$ cat src/rtl/uart_pkg.sv
// uart_pkg: shared types and helpers for the parametrised UART.
//   parity_t    - parity mode selection (none / odd / even)
//   tx_state_t  - transmitter FSM states
//   rx_state_t  - receiver FSM states
//   parity_bit  - parity bit for a data word (word zero-extended to 9 bits)
package uart_pkg;

    typedef enum logic [1:0] {
        PARITY_NONE,
        PARITY_ODD,
        PARITY_EVEN
    } parity_t;

    typedef enum logic [2:0] {
        TX_IDLE,
        TX_START,
        TX_DATA,
        TX_PARITY,
        TX_STOP
    } tx_state_t;

    typedef enum logic [2:0] {
        RX_IDLE,
        RX_START,
        RX_DATA,
        RX_PARITY,
        RX_STOP,
        RX_WAIT_HIGH
    } rx_state_t;

    localparam int unsigned MAX_DATA_BITS = 9;

    // Zero padding of narrow words does not change the XOR reduction.
    function automatic logic parity_bit(input logic [MAX_DATA_BITS-1:0] data,
                                        input parity_t mode);
        case (mode)
            PARITY_EVEN: return ^data;
            PARITY_ODD:  return ~^data;
            default:     return 1'b0;
        endcase
    endfunction

endpackage

$ cat src/rtl/uart_bit_timer.sv
// uart_bit_timer: loadable bit-period down-counter.
//   clk, rst_n - clock, asynchronous active-low reset
//   load       - restart the period this cycle
//   half       - when loading, load a half period instead of a full one
//   tick       - high in the last cycle of each period; the counter then
//                wraps to a full period on its own
module uart_bit_timer #(
    parameter int unsigned CLKS_PER_BIT = 868
) (
    input  logic clk,
    input  logic rst_n,
    input  logic load,
    input  logic half,
    output logic tick
);

    localparam int unsigned CW = $clog2(CLKS_PER_BIT);
    localparam logic [CW-1:0] FULL_LD = CW'(CLKS_PER_BIT - 1);
    localparam logic [CW-1:0] HALF_LD = CW'(CLKS_PER_BIT / 2 - 1);

    logic [CW-1:0] cnt;

    always_ff @(posedge clk or negedge rst_n) begin
        if (!rst_n)
            cnt <= '0;
        else if (load)
            cnt <= half ? HALF_LD : FULL_LD;
        else if (cnt == '0)
            cnt <= FULL_LD;
        else
            cnt <= cnt - 1'b1;
    end

    assign tick = (cnt == '0);

endmodule

$ cat src/rtl/uart_param.sv
// uart_param: parametrised full-duplex UART (one clock for both directions).
//   Parameters: CLKS_PER_BIT (>=4), DATA_BITS (5..9), PARITY, STOP_BITS (1..2)
//   TX: tx_data/tx_data_valid in (accepted when tx_ready), tx_ready, tx_busy,
//       tx_done (one-cycle pulse at frame end), tx_serial (idle high)
//   RX: rx_serial in (asynchronous), rx_data (held), rx_data_valid pulse,
//       rx_parity_err / rx_frame_err valid alongside rx_data_valid
module uart_param
    import uart_pkg::*;
#(
    parameter int unsigned CLKS_PER_BIT = 868,
    parameter int unsigned DATA_BITS    = 8,
    parameter parity_t     PARITY       = PARITY_NONE,
    parameter int unsigned STOP_BITS    = 1
) (
    input  logic                 clk,
    input  logic                 rst_n,
    input  logic [DATA_BITS-1:0] tx_data,
    input  logic                 tx_data_valid,
    output logic                 tx_ready,
    output logic                 tx_serial,
    output logic                 tx_busy,
    output logic                 tx_done,
    input  logic                 rx_serial,
    output logic [DATA_BITS-1:0] rx_data,
    output logic                 rx_data_valid,
    output logic                 rx_parity_err,
    output logic                 rx_frame_err
);

    if (CLKS_PER_BIT < 4) begin : g_chk_cpb
        $error("uart_param: CLKS_PER_BIT must be >= 4");
    end
    if (DATA_BITS < 5 || DATA_BITS > 9) begin : g_chk_data
        $error("uart_param: DATA_BITS must be in 5..9");
    end
    if (STOP_BITS < 1 || STOP_BITS > 2) begin : g_chk_stop
        $error("uart_param: STOP_BITS must be 1 or 2");
    end

    localparam int unsigned IW         = $clog2(DATA_BITS + 1);
    localparam logic [IW-1:0] LAST_BIT  = IW'(DATA_BITS - 1);
    localparam logic [IW-1:0] LAST_STOP = IW'(STOP_BITS - 1);
    localparam bit HAS_PARITY = (PARITY != PARITY_NONE);

    // ---------------------------------------------------------------- TX
    tx_state_t            tx_state, tx_next;
    logic [DATA_BITS-1:0] tx_shift;
    logic                 tx_par;
    logic [IW-1:0]        tx_idx;
    logic                 tx_tick;
    logic                 tx_accept;
    logic                 tx_done_q;

    assign tx_accept = (tx_state == TX_IDLE) && tx_data_valid;

    uart_bit_timer #(.CLKS_PER_BIT(CLKS_PER_BIT)) u_tx_timer (
        .clk   (clk),
        .rst_n (rst_n),
        .load  (tx_accept),
        .half  (1'b0),
        .tick  (tx_tick)
    );

    always_ff @(posedge clk or negedge rst_n) begin
        if (!rst_n) tx_state <= TX_IDLE;
        else        tx_state <= tx_next;
    end

    always_comb begin
        tx_next = tx_state;
        case (tx_state)
            TX_IDLE:   if (tx_data_valid) tx_next = TX_START;
            TX_START:  if (tx_tick) tx_next = TX_DATA;
            TX_DATA:   if (tx_tick && tx_idx == LAST_BIT)
                           tx_next = HAS_PARITY ? TX_PARITY : TX_STOP;
            TX_PARITY: if (tx_tick) tx_next = TX_STOP;
            TX_STOP:   if (tx_tick && tx_idx == LAST_STOP) tx_next = TX_IDLE;
            default:   tx_next = TX_IDLE;
        endcase
    end

    // tx_idx counts data bits, then is reused to count stop bits.
    always_ff @(posedge clk or negedge rst_n) begin
        if (!rst_n) begin
            tx_shift  <= '0;
            tx_par    <= 1'b0;
            tx_idx    <= '0;
            tx_done_q <= 1'b0;
        end else begin
            tx_done_q <= 1'b0;
            if (tx_accept) begin
                tx_shift <= tx_data;
                tx_par   <= parity_bit(MAX_DATA_BITS'(tx_data), PARITY);
                tx_idx   <= '0;
            end else if (tx_tick) begin
                case (tx_state)
                    TX_DATA: begin
                        tx_shift <= tx_shift >> 1;
                        tx_idx   <= (tx_idx == LAST_BIT) ? '0 : tx_idx + 1'b1;
                    end
                    TX_STOP: begin
                        tx_idx <= tx_idx + 1'b1;
                        if (tx_idx == LAST_STOP) tx_done_q <= 1'b1;
                    end
                    default: ;
                endcase
            end
        end
    end

    always_comb begin
        tx_ready = (tx_state == TX_IDLE);
        tx_busy  = !tx_ready;
        tx_done  = tx_done_q;
        case (tx_state)
            TX_START:  tx_serial = 1'b0;
            TX_DATA:   tx_serial = tx_shift[0];
            TX_PARITY: tx_serial = tx_par;
            default:   tx_serial = 1'b1;
        endcase
    end

    // ---------------------------------------------------------------- RX
    logic                 rx_sync1, rx_sync2;
    rx_state_t            rx_state, rx_next;
    logic [DATA_BITS-1:0] rx_shift;
    logic                 rx_par;
    logic [IW-1:0]        rx_idx;
    logic                 rx_tick;
    logic                 rx_load;

    always_ff @(posedge clk or negedge rst_n) begin
        if (!rst_n) begin
            rx_sync1 <= 1'b1;
            rx_sync2 <= 1'b1;
        end else begin
            rx_sync1 <= rx_serial;
            rx_sync2 <= rx_sync1;
        end
    end

    // Loading a half period on the start edge puts every later tick mid-bit.
    uart_bit_timer #(.CLKS_PER_BIT(CLKS_PER_BIT)) u_rx_timer (
        .clk   (clk),
        .rst_n (rst_n),
        .load  (rx_load),
        .half  (1'b1),
        .tick  (rx_tick)
    );

    always_ff @(posedge clk or negedge rst_n) begin
        if (!rst_n) rx_state <= RX_IDLE;
        else        rx_state <= rx_next;
    end

    always_comb begin
        rx_next = rx_state;
        case (rx_state)
            RX_IDLE:      if (!rx_sync2) rx_next = RX_START;
            RX_START:     if (rx_tick) rx_next = rx_sync2 ? RX_IDLE : RX_DATA;
            RX_DATA:      if (rx_tick && rx_idx == LAST_BIT)
                              rx_next = HAS_PARITY ? RX_PARITY : RX_STOP;
            RX_PARITY:    if (rx_tick) rx_next = RX_STOP;
            RX_STOP:      if (rx_tick) rx_next = rx_sync2 ? RX_IDLE : RX_WAIT_HIGH;
            RX_WAIT_HIGH: if (rx_sync2) rx_next = RX_IDLE;
            default:      rx_next = RX_IDLE;
        endcase
    end

    always_comb begin
        rx_load = (rx_state == RX_IDLE) && !rx_sync2;
    end

    always_ff @(posedge clk or negedge rst_n) begin
        if (!rst_n) begin
            rx_shift      <= '0;
            rx_par        <= 1'b0;
            rx_idx        <= '0;
            rx_data       <= '0;
            rx_data_valid <= 1'b0;
            rx_parity_err <= 1'b0;
            rx_frame_err  <= 1'b0;
        end else begin
            rx_data_valid <= 1'b0;
            rx_parity_err <= 1'b0;
            rx_frame_err  <= 1'b0;
            if (rx_tick) begin
                case (rx_state)
                    RX_START:  rx_idx <= '0;
                    RX_DATA: begin
                        rx_shift <= {rx_sync2, rx_shift[DATA_BITS-1:1]};
                        rx_idx   <= rx_idx + 1'b1;
                    end
                    RX_PARITY: rx_par <= rx_sync2;
                    RX_STOP: begin
                        rx_data       <= rx_shift;
                        rx_data_valid <= 1'b1;
                        rx_parity_err <= HAS_PARITY &&
                            (rx_par != parity_bit(MAX_DATA_BITS'(rx_shift), PARITY));
                        rx_frame_err  <= !rx_sync2;
                    end
                    default: ;
                endcase
            end
        end
    end

endmodule
$ cat config.mk
export PLATFORM = sky130hd
export DESIGN_NAME = uart_param
export DESIGN_NICKNAME = d
export VERILOG_FILES = /design/src/rtl/uart_pkg.sv /design/src/rtl/uart_bit_timer.sv /design/src/rtl/uart_param.sv
export SDC_FILE = /design/constraint.sdc
export NUM_CORES = 1
export LEC_CHECK = 0
export CAP_MARGIN = 20
export CORE_ASPECT_RATIO = 0.5
export CORE_MARGIN = 2
export CORE_UTILIZATION = 50
export CTS_CLUSTER_DIAMETER = 50
export DETAILED_ROUTE_END_ITERATION = 8
export HOLD_SLACK_MARGIN = 0.02
export PLACE_DENSITY = 0.7
export SLEW_MARGIN = 20
export SYNTH_ARGS = -nofsm -noshare
export SYNTH_HDL_FRONTEND = slang
export SYNTH_SLANG_ARGS = --single-unit
$ cat constraint.sdc
create_clock -name clk -period 3.1 [get_ports clk]
set_input_delay 0.31 -clock clk [delete_from_list [all_inputs] [get_ports clk]]
set_output_delay 0.31 -clock clk [all_outputs]
set_load 0.01 [all_outputs]
# --- Word level (Yosys, flattened, before mapping) ---
# Cells that the tools add are included.
totals:
  mem_bits_rw: 0
  latch_bits: 0
  rom_bits: 0
  register_bits: 63
  n_memories: 0
classes:
  n_div: 0
  n_eq_ne: 22
  bitwise: 0
  mul: 0
  n_mux: 36
  n_reduce_logical: 24
  shift: 0
  add_sub_neg: 4
  n_lt_le_gt_ge: 0
op_table:
  columns: ["cell", "count"]
  rows:
  - ["2-to-1 mux 10 bit", 4]
  - ["2-to-1 mux 3 bit", 12]
  - ["2-to-1 mux 8 bit", 3]
  - ["inequality test 2 bit, second input constant", 11]
  - ["logical NOT 10 bit", 2]
  - ["subtractor 10 x 1 -> 10 bit, second input constant", 2]
  - ["one-hot mux 3 bit (6 select lines)", 1]
  - ["one-hot mux 4 bit (2 select lines)", 2]
  - ["one-hot mux 3 bit (5 select lines)", 1]
  - ["equality test 3 x 2 -> 1 bit, second input constant", 4]
  - ["2-to-1 mux 4 bit", 3]
  - ["AND reduction 2 bit", 5]
  - ["equality test 3 bit, second input constant", 3]
  - ["adder 4 x 1 -> 4 bit, second input constant", 2]
  - ["equality test 4 x 3 -> 1 bit, second input constant", 2]
  - ["2-to-1 mux 1 bit", 8]
  - ["equality test 3 x 1 -> 1 bit, second input constant", 2]
  - ["logical NOT 3 bit", 2]
  - ["AND reduction 6 bit", 1]
  - ["nonzero test 2 bit", 3]
  - ["logical AND 1 bit", 5]
  - ["AND reduction 5 bit", 1]
  - ["logical NOT 4 bit", 1]
  - ["nonzero test 3 bit", 1]
  - ["other kinds (4)", 5]

# --- Longest topological paths before layout ---
# Gate-level depths: netlist of the first run.
logic_depth:
  ltp_word: 5
  mapped_depth: 7
  mapped_depth_nobuf: 6

# --- By module ---
# From an unflattened synthesis of the first run, not the netlist that was laid out.
unflattened:
  cells_unflattened: 276
  hier_area_um2: 3160.5
by_module_without_submodules:
  columns: ["mod", "cells_each", "instances", "area_per_inst_um2"]
  rows:
  - ["uart_param", 170, 1, 2057.0]
  - ["uart_bit_timer", 53, 2, 551.8]

# --- Worst setup path before layout of the first run ---
# Ideal clock, no wire load.
synth_timing:
  path_kind: "flip-flop to flip-flop"
  start: "reg u_tx_timer.cnt[0]"
  end: "reg tx_idx[0]"
  arrival_ps: 2114
  setup_ps: 125
  t_required_ps: 2975
  path_buffers: 0
  setup_slack_ps: 861
  path_stages_with_launch: 7
  path_cell_list: "dfrtp_1 -> inv_1 -> ha_1 -> or4b_4 -> or4b_4 -> nand2_1 -> mux2_2"
synth_between:
  elab_chain_cells: 3
synth_rtl:
  columns: ["item", "line", "source"]
  rows:
  - ["start: declaration", "uart_bit_timer.sv:21", "logic [CW-1:0] cnt;"]
  - ["start signal: assignment", "uart_bit_timer.sv:27", "cnt <= half ? HALF_LD : FULL_LD;"]
  - ["start signal: assignment", "uart_bit_timer.sv:31", "cnt <= cnt - 1'b1;"]
  - ["logical NOT 10 bit", "uart_bit_timer.sv:34", "assign tick = (cnt == '0);"]
  - ["nonzero test 2 bit (no source line)", null, null]
  - ["AND reduction 2 bit (no source line)", null, null]
  - ["end signal: assignment", "uart_param.sv:99", "tx_idx <= (tx_idx == LAST_BIT) ? '0 : tx_idx + 1'b1;"]
  - ["end signal: assignment", "uart_param.sv:102", "tx_idx <= tx_idx + 1'b1;"]
  - ["end: declaration", "uart_param.sv:49", "logic [IW-1:0] tx_idx;"]
# No other way between the ends.
# A chain may end at the register's enable or synchronous reset.

# --- Worst setup path after layout of the first run ---
# Ends and elaborated chain as after synthesis.

==> results by group, run 1 <==
Status
  • Status: finished clean

Clock network
  • Root buf cell: clkbuf_16
  • CTS Buffer Depth: 2
  • CTS H-tree depth: 3
  • CTS tree: built
  • Num CTS Buffers: 9
  • Hold_buf cts: 1
  • Post-CTS Setup Inserts: 0
  • Worst-skew pair later-pin latency: approximately 330 ps
  • PostCTS Resize Cnt: 0
  • CTS Sinks: 63
  • Clk slew on worst S/H paths: 50 ps

Route
  • Vias after detailed routing: approximately 2,000
  • Detailed Routing Iterations Pass 1: 4
  • Final wirelength: 5030 µm
  • DRC errors left: 0
  • Vias per cell: between 5 and 6
  • Avg WL per Cell: 13.8 µm
  • Post-DRT Antenna Nets: 0
  • Initial drt markers: approximately 110

Global routing
  • GRT overflow: 0
  • Vias in the first global route: 1,909
  • Largest net degree at the start of global routing: 27
  • Global-route usage over all layers: approximately 18%
  • Initial antenna violation count: 0
  • First-pass GRT wire length: 8840 µm

Power and ir drop
  • Leakage: ~1.6 nW
  • Worst VDD drop: 0.465 mV
  • P per Cell Area: between 500 and 600 nW/µm²

Placed design
  • Detailed placer's ending HPWL: 3480 µm
  • Routability Congestion: 0.787
  • Port bufs: 25
  • Pre-CTS setup slack: around 750 ps
  • DP Area: 3230 µm²

Timing
  • Layout Skew: approximately 3.4 ps
  • Peak Freq: 0.425 GHz
  • Final Max Tran Viols: 0
  • Setup TNS: 0 ps
  • Final period util: 75.9%
  • Relative slew slack: a little under half
  • WHS: 358 ps
  • Final setup margin: ~750 ps
  • Min Tclk post-route: 2350 ps
  • RSZ-0062 raised after global routing: false
  • Worst-margin pin slew: 808 ps
  • Hold Vio Cnt, Final: 0
  • Endpoints failing setup: 0

Die
  • Die area: 6560 µm²
  • Core footprint: between 5000 and 6000 µm²
  • Ports: 27
  • Row count: 19
  • Die H: 58.3 µm
  • Initial Util: between 50% and 60%
  • Die width: around 110 µm

Cells and area
  • Layout Nets: 303
  • Antenna cell count: 0
  • Final Cell Area: 3510 µm²
  • Fin util: 62.8%
  • Most frequent cells in the layout: dfrtp_1 (61), mux2_2 (32), clkdlybuf4s50_1 (24)
  • Area Growth Syn to Fin: 19.1%
  • Layout cell share with drive strength beyond 1: 18.2%
  • Most common cell after layout, fill and taps aside: dfrtp_1

Setup path
  • Startpoint Class: flip-flop
  • Crit end category: flip-flop
  • Arr. time, crit path: between 2000 and 3000 ps
  • Required time of the critical path: approximately 3300 ps
  • Worst-path maximum fanout: 6
  • Worst Path Class, Setup: flip-flop to flip-flop

Synth
  • Mapped Area: 2940 µm²
  • Post-synth EDFFs: 0
  • Syn_area_per_cell: 11.4 µm²
  • Mapped Cells: between 200 and 300
  • Post-synthesis register bit count: 63
  • Top FF cell, synth: dfrtp_1
  • Synth warn: 0
  • Syn nets: 276
  • Synth async-reset ratio: 100%
  • Yosys cell types: 46
  • Sequential share of the synthesized area: 53.6%

Flow run
  • Max_cap viols: 0

Hold path
  • Hold Crit Class: flip-flop to flip-flop
## state kept, by name, summed over array words and instances (netlist names), 4 cells and up
signal	flops
rx_data	8
rx_idx	4
u_tx_timer.cnt	10
rx_shift	8
u_rx_timer.cnt	10
tx_shift	8
tx_idx	4
## synthesized netlist by cell type, drive strengths merged (2+ instances only)
master | n | area, µm²
dfrtp | 61 | 1530
xor2 | 3 | 26.3
nor3b | 3 | 22.5
nand4 | 2 | 12.5
nand2b | 2 | 12.5
or3 | 3 | 20.0
nand3b | 3 | 22.5
nor2b | 4 | 25.0
o21a | 2 | 15.0
dfstp | 2 | 52.6
a22o | 3 | 26.3
a21o | 2 | 15.0
or4 | 3 | 22.5
nand2 | 22 | 82.6
clkbuf | 9 | 43.8
mux2 | 32 | 360
nor4 | 5 | 46.3
nor2 | 21 | 78.8
nand3 | 8 | 40.0
buf | 3 | 26.3
o21ai | 9 | 45.0
a21oi | 6 | 30.0
a31oi | 2 | 12.5
inv | 9 | 33.8
xnor2 | 11 | 96.3
ha | 5 | 62.6
and2 | 2 | 12.5
o211ai | 2 | 15.0
or4b | 3 | 37.5
nor3 | 7 | 40.0
## metal layers
layer / share of wire, % / global-route usage, % / routed length (µm)
met1: 49 / 22.5 / 2470
met2: 45 / 27.5 / 2280
met3: 4.6 / 7.95 / 233
met4: 1.1 / 7.49 / 55
met5: 0 / 0 / 0
## critical path: stages (launching register included)
cell and delay (ps):
dfrtp_1 390, inv_1 70, ha_1 190, or4b_4 520, or4b_4 590, nand2_1 130, mux2_2 340
## through the flow
step	instances	power, mW
after floorplan	259	0.843
after global placement	347	0.874
after detailed placement	347	0.875
after CTS	364	1.79
after global routing	364	1.83
final	364	1.76
## kinds of logic after synthesis
kind of cell,Yosys count,synth area share [%]
simple gates,92,17.3
flops,63,53.6
mux,33,12.6
compound gates,30,6.59
buf+inv,21,3.53
xor+xnor,14,4.16
fa+ha+maj,5,2.12
other cells,1,0.127
## report_power, final
| part | leakage [nW] | internal, mW | switching, mW |
|---|---|---|---|
| clock network | 0.131 | 0.585 | 0.319 |
| registers | 0.818 | 0.827 | 0.00119 |
| logic | 0.647 | 0.0146 | 0.0191 |
## layout make-up
type	count	area [µm²]
Fill cell	441	2080
Sequential cell	63	1580
Multi-Input combinational cell	175	1260
Clock buffer	16	272
Timing Repair Buffer	28	270
Tap cell	73	91.3
Inverter	9	33.8
## path summary, 6_finish.rpt
path	start	to	slack [ps]	cells past startpoint
worst max register to register	u_tx_timer.cnt[0]	tx_idx[0]	750	6
worst min-delay path	rx_sync1	rx_sync2	360	0
worst max-delay path	u_tx_timer.cnt[0]	tx_idx[0]	750	6
max in group asynchronous	rst_n	u_tx_timer.cnt[3]	1940	3
worst min register to register	rx_sync1	rx_sync2	360	0
min in group asynchronous	rst_n	rx_data[6]	470	2
Power figures use the tool's default switching activity.
==> run 2, diff against run 1 <==
clock period = 2.2 ns   (was 3.1 ns; I/O delays follow)
==> results by group, run 2 (synthesis gave the netlist of run 1 again) <==
Status
  • Status: complete, but fails checks
  • Failing checks: negative setup slack

Setup path
  • Worst Path Class, Setup: flip-flop to flip-flop
  • Slowest CP cell: or4b_4
  • Arr. time, crit path: 2460 ps (-100 ps)
  • Startpoint Class: flip-flop
  • R2R cell count: 6 (unchanged)
  • Worst-path maximum fanout: 5 (-1)
  • CP Depth: 6 (unchanged)
  • Cell class contributing the biggest share of worst-path delay: simple AND/OR/NAND/NOR gates
  • Buf+Inv Stages, Crit Path: 1 (unchanged)
  • Cell mode on critical path: or4b_4
  • Crit end category: flip-flop
  • Largest stage delay on the critical path: 580 ps (about the same)
  • Crit-path cells: inv_2 -> ha_4 -> or4b_4 -> or4b_4 -> or3_4 -> a21oi_2
  • Required time of the critical path: 2460 ps (-850 ps)

Timing
  • Relative slew slack: 45.6% (-0.31 points)
  • Final setup margin: -3.39 ps (-751 ps)
  • Worst-margin pin slew: 809 ps (+0.909 ps)
  • Final Max Tran Viols: 0 (unchanged)
  • RSZ-0062 raised after global routing: true
  • Final period util: 100% (+24 points)
  • Min Tclk post-route: 2200 ps (-149 ps)
  • Setup TNS: -3.56 ps (-3.56 ps)
  • WHS: 296 ps (-61.5 ps)
  • Hold Vio Cnt, Final: 0 (unchanged)
  • Peak Freq: 0.454 GHz (+6.8%)
  • Endpoints failing setup: 2 (+2)
  • Layout Skew: 5.84 ps (+2.43 ps)

Die
  • Row count: 19 (unchanged)
  • Core footprint: 5590 µm² (unchanged)
  • Die H: 58.3 µm (unchanged)
  • Die width: 113 µm (unchanged)
  • Die area: 6560 µm² (unchanged)
  • Ports: 27 (unchanged)
  • Initial Util: 52.7% (unchanged)

Route
  • Vias after detailed routing: 2,062 (+5.7%)
  • Detailed Routing Iterations Pass 1: 6 (+2)
  • Post-DRT Antenna Nets: 0 (unchanged)
  • DRC errors left: 0 (unchanged)
  • Initial drt markers: 113 (+4.6%)
  • Final wirelength: 5410 µm (+7.5%)
  • Vias per cell: 5.43 (+1.2%)
  • Avg WL per Cell: 14.2 µm (+3.0%)

Clock network
  • CTS tree: built
  • CTS Sinks: 63 (unchanged)
  • CTS H-tree depth: 3 (unchanged)
  • Num CTS Buffers: 9 (unchanged)
  • Clk slew on worst S/H paths: 50 ps (about the same)
  • CTS Buffer Depth: 2 (unchanged)
  • Root buf cell: clkbuf_16
  • Worst-skew pair later-pin latency: 330 ps (about the same)

Cells and area
  • Storage cell area: 1580 µm² (unchanged)
  • Antenna cell count: 0 (unchanged)
  • Most frequent cells in the layout: dfrtp_1 (61), mux2_2 (31), clkdlybuf4s50_1 (24)
  • Fillers: 407 (-7.7%)
  • Layout cell share with drive strength beyond 1: 25.1% (+6.9 points)
  • Area Growth Syn to Fin: 25.0%
  • Final Cell Area: 3680 µm² (+4.9%)
  • Layout Nets: 319 (+5.3%)
  • Largest regs: u_rx_timer.cnt: 10 flops, u_tx_timer.cnt: 10 flops
  • Most common cell after layout, fill and taps aside: dfrtp_1
  • Multi-input gate area in the final layout: 1300 µm² (+3.1%)

Global routing
  • Initial antenna violation count: 0 (unchanged)
  • GRT overflow: 0 (unchanged)
  • Largest net degree at the start of global routing: 64 (+140%)
  • First-pass GRT wire length: 9070 µm (+2.6%)
  • Global-route usage over all layers: 18.3% (+0.43 points)
  • Vias in the first global route: 1,988 (+4.1%)

Hold path
  • Hold Crit Class: input pin to flip-flop
  • Hold depth: 1 (+1)

Power and ir drop
  • P per Cell Area: 680 nW/µm² (+35%)
  • Worst VDD drop: 0.563 mV (+21%)
  • Leakage: 1.68 nW (+5.3%)

Placed design
  • Routability Congestion: 0.795 (+0.95%)
  • Port bufs: 25 (unchanged)
  • DP Area: 3340 µm² (+3.5%)
  • Detailed placer's ending HPWL: 3480 µm (+0.18%)

Flow run
  • Max_cap viols: 0 (unchanged)
-- run 2: routing by layer --
| metal | vias up | global-route usage (%) | share of wire (%) |
|---|---|---|---|
| met5 | - | 0 | 0 |
| met4 | 0 | 11.0 | 1.7 |
| met3 | 11 | 5.65 | 3.7 |
| met2 | 28 | 29.8 | 49 |
| met1 | 1036 | 22.0 | 46 |
| li1 | 987 | - | - |
-- run 2: worst paths after layout --
path | startpoint | endpoint | slack [ps]
max | u_tx_timer.cnt[1] | tx_idx[2] | -3
min | rx_serial | rx_sync1 | 300
max reg2reg | u_tx_timer.cnt[1] | tx_idx[2] | -3
min reg2reg | rx_sync1 | rx_sync2 | 350
max in group asynchronous | rst_n | rx_sync1 | 1470
min in group asynchronous | rst_n | rx_data[7] | 440
-- run 2: worst register-to-register path, stage by stage (launching register included) --
cell and delay [ps]:
dfrtp_1 380, inv_2 80, ha_4 130, or4b_4 480, or4b_4 580, or3_4 350, a21oi_2 120
-- run 2: stage by stage --
| stage | setup slack, ps | total power [mW] | util, % | cells |
|---|---|---|---|---|
| after floorplan | 31.7 | 1.19 | - | 259 |
| after global placement | 58.2 | 1.23 | 59.8 | 360 |
| after detailed placement | 23.0 | 1.23 | 59.8 | 360 |
| after CTS | -6.03 | 2.54 | 64.9 | 378 |
| after global routing | -60.5 | 2.58 | 65.9 | 380 |
| final | -3.39 | 2.50 | 65.9 | 380 |
-- run 2: what timing repair did --
| action | in CTS | in global routing |
|---|---|---|
| buffers inserted | 1 | 2 |
| hold buffers | 1 | 0 |
| resized for setup | 0 | 9 |
| pin swaps | 0 | 4 |
| hold endpoints to repair | 61 | 0 |
| endpoints found under the setup margin | 3 | 12 |
-- run 2: cell type report --
cell class / instances / area share [%]
sequential: 63 / 42.9
timing repair buffer: 44 / 10.9
clock buffer: 15 / 7.28
inverter: 9 / 0.918
clock inverter: 1 / 0.136
tap: 73 / 2.48
multi-input combinational: 175 / 35.3
-- run 2: report_power, final --
part	internal (mW)	switching [mW]	leakage (nW)
clock	0.822	0.467	0.134
combinational	0.0220	0.0264	0.730
sequential	1.16	0.00152	0.818
total	2.01	0.495	1.68
==> run 3, diff against run 2 <==
CORE_UTILIZATION = 30   (was 50)
DONT_BUFFER_PORTS = 1   (was not set)
PLACE_DENSITY = 0.43   (was 0.7)
==> results by group, run 3 (synthesis gave the netlist of run 1 again) <==
Status
  • Status: finished clean

Flow run
  • Max_cap viols: 0 (unchanged)

Power and ir drop
  • Clk pwr share: 51.1% (-0.4 points)
  • P per Cell Area: 695 nW/µm² (+2.2%)
  • Internal power: 1.96 mW (-2.2%)
  • Worst VDD drop: 0.301 mV (-46%)
  • Comb pwr share: 1.4% (-0.5 points)
  • Switching share of power: 20.0% (+0.19 points)
  • Switching power: 0.490 mW (-1.0%)
  • Sequential Power Share: 47.5% (+0.9 points)
  • Pwr Total: 2.45 mW (-1.9%)
  • Leakage: 1.62 nW (-3.9%)

Placed design
  • Routability Congestion: 0.749 (-5.7%)
  • Detailed placer's ending HPWL: 3700 µm (+6.3%)
  • Cells after DPL: 401 (+11%)
  • Port bufs: 0 (-100%)
  • Pre-CTS setup slack: 17.5 ps (-5.49 ps)

Cells and area
  • Area Growth Syn to Fin: 19.9%
  • Antenna cell count: 0 (unchanged)
  • Fin util: 37.2% (-29 points)
  • Most frequent cells in the layout: dfrtp_1 (61), mux2_2 (32), buf_4 (22)
  • Layout Nets: 300 (-6.0%)
  • Finished Layout Cells: 423 (+11%)
  • Layout cell share with drive strength beyond 1: 26.4% (+1.3 points)
  • Largest regs: u_rx_timer.cnt: 10 flops, u_tx_timer.cnt: 10 flops
  • Most common cell after layout, fill and taps aside: dfrtp_1

Die
  • Die area: 10,700 µm² (+63%)
  • Initial Util: 31.1% (-22 points)
  • Ports: 27 (unchanged)
  • Row count: 25 (+6)
  • Die width: 144 µm (+28%)
  • Die H: 74.1 µm (+27%)
  • Core footprint: 9480 µm² (+70%)

Clock network
  • Root buf cell: clkbuf_16
  • CTS Buffer Depth: 2 (unchanged)
  • CTS tree: built
  • Clk slew on worst S/H paths: 50 ps (about the same)
  • Worst-skew pair later-pin latency: 320 ps (about the same)
  • CTS H-tree depth: 3 (unchanged)
  • CTS Sinks: 63 (unchanged)
  • Num CTS Buffers: 9 (unchanged)

Setup path
  • Worst Path Class, Setup: flip-flop to flip-flop
  • Cell mode on critical path: or4b_4
  • Worst-path maximum fanout: 5 (unchanged)
  • Cell class contributing the biggest share of worst-path delay: simple AND/OR/NAND/NOR gates
  • Required time of the critical path: 2400 ps (-60 ps)
  • Crit-path cells: inv_1 -> ha_2 -> or4b_4 -> or4b_4 -> nand2_2 -> mux2_2
  • Buf+Inv Stages, Crit Path: 1 (unchanged)
  • Largest stage delay on the critical path: 530 ps (-50 ps)
  • Arr. time, crit path: 2370 ps (-90 ps)
  • Startpoint Class: flip-flop
  • Slowest CP cell: or4b_4
  • Crit end category: flip-flop

Global routing
  • Global-route usage over all layers: 11.7% (-6.6 points)
  • Largest net degree at the start of global routing: 64 (unchanged)
  • GRT overflow: 0 (unchanged)
  • Initial antenna violation count: 0 (unchanged)
  • Vias in the first global route: 2,038 (+2.5%)
  • First-pass GRT wire length: 9470 µm (+4.4%)

Timing
  • Endpoints failing setup: 0 (-2)
  • Hold Vio Cnt, Final: 0 (unchanged)
  • RSZ-0062 raised after global routing: true
  • Final period util: 98.6% (-1.5 points)
  • Worst-margin pin slew: 526 ps (-282 ps)
  • Final Max Tran Viols: 0 (unchanged)
  • Final setup margin: 30.0 ps (+33.4 ps)
  • Min Tclk post-route: 2170 ps (-33.4 ps)
  • Layout Skew: 4.58 ps (-1.26 ps)
  • Relative slew slack: 64.8% (+19 points)
  • Peak Freq: 0.461 GHz (+1.5%)

Route
  • Vias after detailed routing: 1,960 (-4.9%)
  • Final wirelength: 5450 µm (+0.76%)
  • Avg WL per Cell: 12.9 µm (-9.5%)
  • Post-DRT Antenna Nets: 0 (unchanged)
  • Detailed Routing Iterations Pass 1: 5 (-1)
  • Initial drt markers: 99 (-12%)
  • Vias per cell: 4.63 (-15%)
  • DRC errors left: 0 (unchanged)

Hold path
  • Hold Crit Class: input pin to flip-flop
[run 3: cell count changes in the layout (fill, tap and decap cells not counted), moves of 2 or more]
cell and change:
buf_4 +5, clkdlybuf4s50_1 -24, inv_1 +2, inv_2 -2
[run 3: final cells by class]
type	count	area [µm²]
fill	955	5950
sequential	63	1580
multi-input combinational	175	1270
clock buffer	15	258
timing repair buffer	25	213
tap	135	169
inverter	9	33.8
clock inverter	1	5.00
[run 3: layer usage]
layer  vias to the layer above  wire, µm  GRT usage [%]  share of wire [%]
met5                         -         0              0                  0
met1                       974      2580           13.4                 47
met2                        24      2580           19.6                 47
met4                         0        88           4.90                1.6
met3                         9       194           5.02                3.6
li1                        953         -              -                  -
[run 3: final timing paths]
path,startpoint,endpoint,slack (ps),cells past startpoint
max,u_tx_timer.cnt[1],tx_idx[0],30,6
min,tx_data[7],tx_shift[7],40,1
max reg2reg,u_tx_timer.cnt[1],tx_idx[0],30,6
min reg2reg,rx_sync1,rx_sync2,350,0
max in group asynchronous,rst_n,rx_sync1,1480,2
min in group asynchronous,rst_n,rx_frame_err,430,2
[run 3: stage by stage]
| stage | area (µm²) | hold WS, ps | setup TNS [ps] |
|---|---|---|---|
| 6_report | 3530 | 39.7 | 0 |
| 4_1_cts | 3500 | 26.9 | 0 |
| 5_1_grt | 3530 | 23.1 | -120 |
| 3_3_place_gp | 3190 | -72.2 | 0 |
| 2_1_floorplan | 2950 | -75.6 | 0 |
| 3_5_place_dp | 3190 | -72.8 | 0 |
[run 3: power by group through the flow]
| stage | combinational, mW | sequential (mW) | clock (mW) |
|---|---|---|---|
| 2_1_floorplan | 0.00393 | 1.18 | 0 |
| 3_3_place_gp | 0.00282 | 1.18 | 0 |
| 3_5_place_dp | 0.00290 | 1.18 | 0 |
| 4_1_cts | 0.0367 | 1.17 | 1.30 |
| 5_1_grt | 0.0399 | 1.16 | 1.36 |
| 6_report | 0.0336 | 1.17 | 1.26 |
[run 3: what timing repair did]
item | in CTS | in global routing
buffers inserted | 0 | 3
endpoints found under the setup margin | 0 | 11
endpoints found under the hold margin | 64 | 0
resized for setup | 0 | 2
hold buffers | 3 | 0
[run 3: worst register-to-register path, cell delays in order, from the launching register on]
cell and delay, ps:
dfrtp_1 380, inv_1 60, ha_2 160, or4b_4 480
or4b_4 530, nand2_2 110, mux2_2 320
